--- src/rtl/mmu_xlate_seq.sv ---
// rtl/mmu_xlate_seq.sv - MMU translation sequencer between the BAT checker and the TLB
//
// Holds one translation request at a time. The captured request feeds the
// combinational BAT checker. On a BAT hit that result is returned. On a miss a
// TLB/page-table lookup is issued and its result is returned. With translation
// off, an identity (real-mode) result is returned.
//
// Ports:
//   clk, reset                   clock, asynchronous active-high reset
//   req_*                        request handshake and fields (valid/ready)
//   cancel                       pipeline flush of the in-flight request
//   bat_vaddr/privileged/rnw     captured request towards the BAT checker
//   bat_valid/paddr/cacheable/fault  BAT checker result
//   tlb_req/vaddr/rnw/priv       level-held lookup request towards the TLB
//   tlb_ack/paddr/cacheable/fault    one-cycle TLB result
//   resp_*                       translation response handshake and fields

module mmu_xlate_seq #(
    parameter int INSTRUCTION = 0,
    parameter int REGSZ       = 32
) (
    input  logic             clk,
    input  logic             reset,

    input  logic             req_valid,
    output logic             req_ready,
    input  logic [REGSZ-1:0] req_vaddr,
    input  logic             req_rnw,
    input  logic             req_priv,
    input  logic             req_xlate_en,
    input  logic             cancel,

    output logic [REGSZ-1:0] bat_vaddr,
    output logic             bat_privileged,
    output logic             bat_rnw,
    input  logic             bat_valid,
    input  logic [REGSZ-1:0] bat_paddr,
    input  logic             bat_cacheable,
    input  logic [2:0]       bat_fault,

    output logic             tlb_req,
    output logic [REGSZ-1:0] tlb_vaddr,
    output logic             tlb_rnw,
    output logic             tlb_priv,
    input  logic             tlb_ack,
    input  logic [REGSZ-1:0] tlb_paddr,
    input  logic             tlb_cacheable,
    input  logic [2:0]       tlb_fault,

    output logic             resp_valid,
    input  logic             resp_ready,
    output logic [REGSZ-1:0] resp_paddr,
    output logic             resp_cacheable,
    output logic [2:0]       resp_fault
);

    localparam logic [2:0] MMU_FAULT_NONE = 3'd0;

    typedef enum logic [2:0] {
        IDLE,
        CHECK,
        TLB_WAIT,
        RESP,
        DRAIN
    } state_t;

    state_t           state;
    state_t           state_nx;

    logic [REGSZ-1:0] cap_vaddr;
    logic             cap_priv;
    logic             cap_rnw;
    logic             cap_xlate;

    logic             accept;
    logic             load_real;
    logic             load_bat;
    logic             load_tlb;

    assign accept = req_valid && (state == IDLE);

    always_ff @(posedge clk or posedge reset) begin
        if (reset) begin
            state <= IDLE;
        end else begin
            state <= state_nx;
        end
    end

    // cancel is checked before any BAT/TLB result so a flushed request can
    // never load the response registers. A cancelled TLB lookup still waits
    // in DRAIN for its ack so the TLB handshake is never abandoned.
    always_comb begin
        state_nx  = state;
        load_real = 1'b0;
        load_bat  = 1'b0;
        load_tlb  = 1'b0;
        case (state)
            IDLE: begin
                if (accept) begin
                    state_nx = CHECK;
                end
            end
            CHECK: begin
                if (cancel) begin
                    state_nx = IDLE;
                end else if (!cap_xlate) begin
                    load_real = 1'b1;
                    state_nx  = RESP;
                end else if (bat_valid) begin
                    load_bat = 1'b1;
                    state_nx = RESP;
                end else begin
                    state_nx = TLB_WAIT;
                end
            end
            TLB_WAIT: begin
                if (cancel) begin
                    state_nx = tlb_ack ? IDLE : DRAIN;
                end else if (tlb_ack) begin
                    load_tlb = 1'b1;
                    state_nx = RESP;
                end
            end
            RESP: begin
                if (cancel || resp_ready) begin
                    state_nx = IDLE;
                end
            end
            DRAIN: begin
                if (tlb_ack) begin
                    state_nx = IDLE;
                end
            end
            default: begin
                state_nx = IDLE;
            end
        endcase
    end

    // Captured request. The I-side only ever fetches, so direction is forced
    // to read there regardless of what the requester drives.
    always_ff @(posedge clk or posedge reset) begin
        if (reset) begin
            cap_vaddr <= '0;
            cap_priv  <= 1'b0;
            cap_rnw   <= 1'b1;
            cap_xlate <= 1'b0;
        end else if (accept) begin
            cap_vaddr <= req_vaddr;
            cap_priv  <= req_priv;
            cap_rnw   <= (INSTRUCTION != 0) ? 1'b1 : req_rnw;
            cap_xlate <= req_xlate_en;
        end
    end

    // Response registers only change on a load, which keeps resp_* stable
    // for the whole time the response is being backpressured.
    always_ff @(posedge clk or posedge reset) begin
        if (reset) begin
            resp_paddr     <= '0;
            resp_cacheable <= 1'b0;
            resp_fault     <= MMU_FAULT_NONE;
        end else if (load_real) begin
            resp_paddr     <= cap_vaddr;
            resp_cacheable <= 1'b1;
            resp_fault     <= MMU_FAULT_NONE;
        end else if (load_bat) begin
            resp_paddr     <= bat_paddr;
            resp_cacheable <= bat_cacheable;
            resp_fault     <= bat_fault;
        end else if (load_tlb) begin
            resp_paddr     <= tlb_paddr;
            resp_cacheable <= tlb_cacheable;
            resp_fault     <= tlb_fault;
        end
    end

    assign req_ready  = (state == IDLE);
    assign resp_valid = (state == RESP);
    // DRAIN keeps the lookup request up so the TLB sees a normal completion.
    assign tlb_req    = (state == TLB_WAIT) || (state == DRAIN);

    assign bat_vaddr      = cap_vaddr;
    assign bat_privileged = cap_priv;
    assign bat_rnw        = cap_rnw;
    assign tlb_vaddr      = cap_vaddr;
    assign tlb_rnw        = cap_rnw;
    assign tlb_priv       = cap_priv;

endmodule

--- config.mk ---
export PLATFORM = sky130hd
export DESIGN_NAME = mmu_xlate_seq
export DESIGN_NICKNAME = d
export VERILOG_FILES = /design/src/rtl/mmu_xlate_seq.sv
export SDC_FILE = /design/constraint.sdc
export NUM_CORES = 1
export LEC_CHECK = 0
export ABC_AREA = 0
export CORE_ASPECT_RATIO = 0.8
export CORE_MARGIN = 3
export CORE_UTILIZATION = 38
export CTS_BUF_LIST = sky130_fd_sc_hd__clkbuf_8
export CTS_CLUSTER_DIAMETER = 40
export CTS_CLUSTER_SIZE = 30
export DETAILED_ROUTE_END_ITERATION = 16
export PLACE_DENSITY = 0.8
export SYNTH_ARGS = -nofsm -noshare
export SYNTH_HDL_FRONTEND = slang
export SYNTH_SLANG_ARGS = --single-unit
--- constraint.sdc ---
create_clock -name clk -period 1.94 [get_ports clk]
set_input_delay 0.194 -clock clk [delete_from_list [all_inputs] [get_ports clk]]
set_output_delay 0.194 -clock clk [all_outputs]
set_load 0.01 [all_outputs]
==> reports/qor.csv <==
stage,metric,value,unit
run,total of max-cap violations,0,
sta,worst-margin pin slew,0.337,ns
finish,Syn-to-layout area delta,53.4,%
clocking,clk sink count,74,
power_and_ir_drop,PwrDens,1440,nW/um^2
synthesis,Synth Instances,405,
synthesis,Area contributors post-synth,"dfrtp_1 41%, mux2_2 17%, a211oi_1 5.8%",
power_and_ir_drop,"Power, Total",9.73,mW
finish,antenna cells,0,
clocking,CTS tree,yes,
floorplanning,Die Wd,127,um
synthesis,Yosys Warn Count,0,
setup_path,endpoint class of the critical path,flop,
drt,total wire length,13100,um
placement,Place WS,-0.117,ns
global_route,first-pass GRT wire length,20800,um
sta,fmax,0.543,GHz
setup_path,crit path cell chain,or4b_4 -> buf_12 -> o22ai_1 -> a211oi_1 -> mux2_1,
setup_path,Worst path max stage delay,0.53,ns
clocking,TritonCTS buffer count,9,
sta,clk_skew,0.00942,ns
drt,WL/cell,17.7,um
floorplanning,full die area,13000,um^2
setup_path,CP Launch Type,flop,
synthesis,Mapped Area,4420,um^2
sta,Final Cycle Share,95.0,%
sta,worst rel slew slack,77.5,%
clocking,H-tree depth,3,
global_route,met2 usage,35.4,%
clocking,Setup Buffers After CTS,0,
floorplanning,cell row count,34,
global_route,gr usage total,20.2,%
synthesis,syn_nets,519,
drt,Remaining DRCs,0,
synthesis,Synth area leader,dfrtp_1,
drt,drt pass-1 iters,4,
synthesis,most common cell in the synthesized netlist,dfrtp_1,
floorplanning,Core Region,11100,um^2
synthesis,Synth top area share,41.3,%
sta,final hold violations,0,
setup_path,WP data required,2.17,ns
drt,ANT nets after route,0,
finish,layout cell share with drive strength beyond 1,24.1,%
sta,setup TNS,0,ns
power_and_ir_drop,Leak,2.64,nW
global_route,global route total overflow,0,
placement,Final GP Congestion,0.887,
synthesis,Synth Flop Type,dfrtp_1,
synthesis,Post-synth ARST share,100,%
power_and_ir_drop,Worst VDD drop,0.730,mV
placement,IO buf count,220,
global_route,GRT met1 Usage,23.6,%
setup_path,Critical Path AT,2.08,ns
clocking,clk slew on worst S/H paths,0.07,ns
synthesis,unique cell type count in the Yosys netlist,33,
sta,Period minus WS final,1.84,ns
synthesis,Commonest cells post-synth,"73 x dfrtp_1, 67 x mux2_2, 35 x nor2_1",
synthesis,"flops & latches, synth",74,
clocking,root buf cell,clkbuf_8,
worst_hold_path,Hold Crit Class,in -> async,
setup_path,CP max-delay cell,or4b_4,
run_status,status,finished clean,
global_route,initial antenna violation count,0,
clocking,clock tree buffer depth,2,
synthesis,"EDFF count, synth",0,
drt,vias,3863,
placement,DP HPWL,9950,um
floorplanning,Initial Utilization,39.8,%
floorplanning,IO Count,221,
synthesis,Avg Inst Size Synth,10.9,um^2
sta,final setup violation count,0,
global_route,GR peak layer,met2,
clocking,Worst-Skew Late Latency,0.35,ns
floorplanning,Chip Height,102,um
global_route,vias in the first global route,4041,
synthesis,register area share after synthesis,41.9,%
global_route,grt met3 use,7.16,%
finish,Nets,703,
sta,final worst slack,0.0977,ns
sta,unrepaired setup endpoints after global routing,false,
global_route,largest net degree at the start of global routing,42,
sta,Final Slew Violations,0,
setup_path,CP Max Fanout,30,
drt,vias per cell,5.23,
drt,Iter 0 DRT Violations,116,
setup_path,WS Path Type,reg -> reg,
worst max-delay path: cells and delay by family, from the launching register on:
family,cells,cell delay [ns]
flops,1,0.45
mux,1,0.29
buf+inv,1,0.20
simple gates,1,0.53
compound gates,2,0.24
final cells by class:
| type | count | area (um^2) |
|---|---|---|
| Tap cell | 144 | 180 |
| Sequential cell | 74 | 1850 |
| Multi-Input combinational cell | 259 | 2110 |
| Clock inverter | 7 | 31.3 |
| Timing Repair Buffer | 241 | 2460 |
| Fill cell | 904 | 4330 |
| Inverter | 4 | 18.8 |
| Clock buffer | 9 | 124 |
power breakdown:
part	switching [mW]	internal [mW]	total [mW]	leakage [nW]
logic	2.35	3.38	5.73	1.67
registers	0.667	2.34	3.01	0.877
clock network	0.559	0.441	1.00	0.0963
what timing repair did:
item | 4_1_cts | 5_1_grt
setup endpoints to repair | 1 | 2
resized for setup | 1 | 2
hold buffers | 0 | 0
worst paths after layout:
path,startpoint,to,slack [ns],cells after the start
min in group clk,bat_valid,state[0],0.40,4
worst max register to register,state[0],resp_paddr[17],0.1,5
max in group asynchronous,reset,resp_fault[0],1.28,3
worst min-delay path,reset,bat_vaddr[14],0.16,2
worst min register to register,resp_paddr[17],resp_paddr[17],0.50,1
worst max-delay path,state[0],resp_paddr[17],0.1,5
through the flow:
stage | cell area [um^2] | utilization, % | instances | hold WS [ns]
after floorplan | 4420 | - | 405 | 0.261
after global placement | 6620 | 59.6 | 722 | 0.480
after detailed placement | 6620 | 59.6 | 722 | 0.485
after CTS | 6770 | 61.0 | 738 | 0.142
after global routing | 6780 | 61.0 | 738 | 0.155
final | 6780 | 61.0 | 738 | 0.161
cell usage in the layout, fill, tap and decap left out, types with 4 or more instances in the layout:
cell / Yosys / final
o22ai_1: 15 / 15
dfrtp_1: 73 / 72
mux2_2: 67 / 67
nor3_2: 15 / 15
nor3_1: 18 / 18
inv_1: 4 / 6
clkdlybuf4s50_1: 0 / 216
nor2_1: 35 / 35
clkinv_2: 0 / 4
buf_4: 34 / 13
clkbuf_8: 0 / 9
a211oi_1: 34 / 34
o22ai_2: 17 / 17
nand2b_1: 34 / 34
buf_12: 0 / 8
kinds of logic (layout without fill, tap and decap cells):
| kind of cell | count (synthesis) | count (layout) | synth area share [%] |
|---|---|---|---|
| buffers and inverters | 72 | 261 | 10.6 |
| AO/OA/AOI/OAI | 78 | 78 | 14.8 |
| AND/OR/NAND/NOR | 110 | 110 | 14.7 |
| flip-flops | 74 | 74 | 41.9 |
| multiplexers | 71 | 71 | 18.0 |
registers in the layout, summed over array words and instances, names as in the netlist:
signal	count
bat_rnw	1
resp_cacheable	1
cap_xlate	1
resp_fault	3
bat_vaddr	32
bat_privileged	1
resp_paddr	32
state	3
routing by layer:
layer / wire [um] / vias up
li1: - / 1804
met1: 5270 / 1884
met2: 6510 / 155
met3: 1100 / 20
met4: 208 / 0
met5: 0 / -
Power figures use the tool's default switching activity.
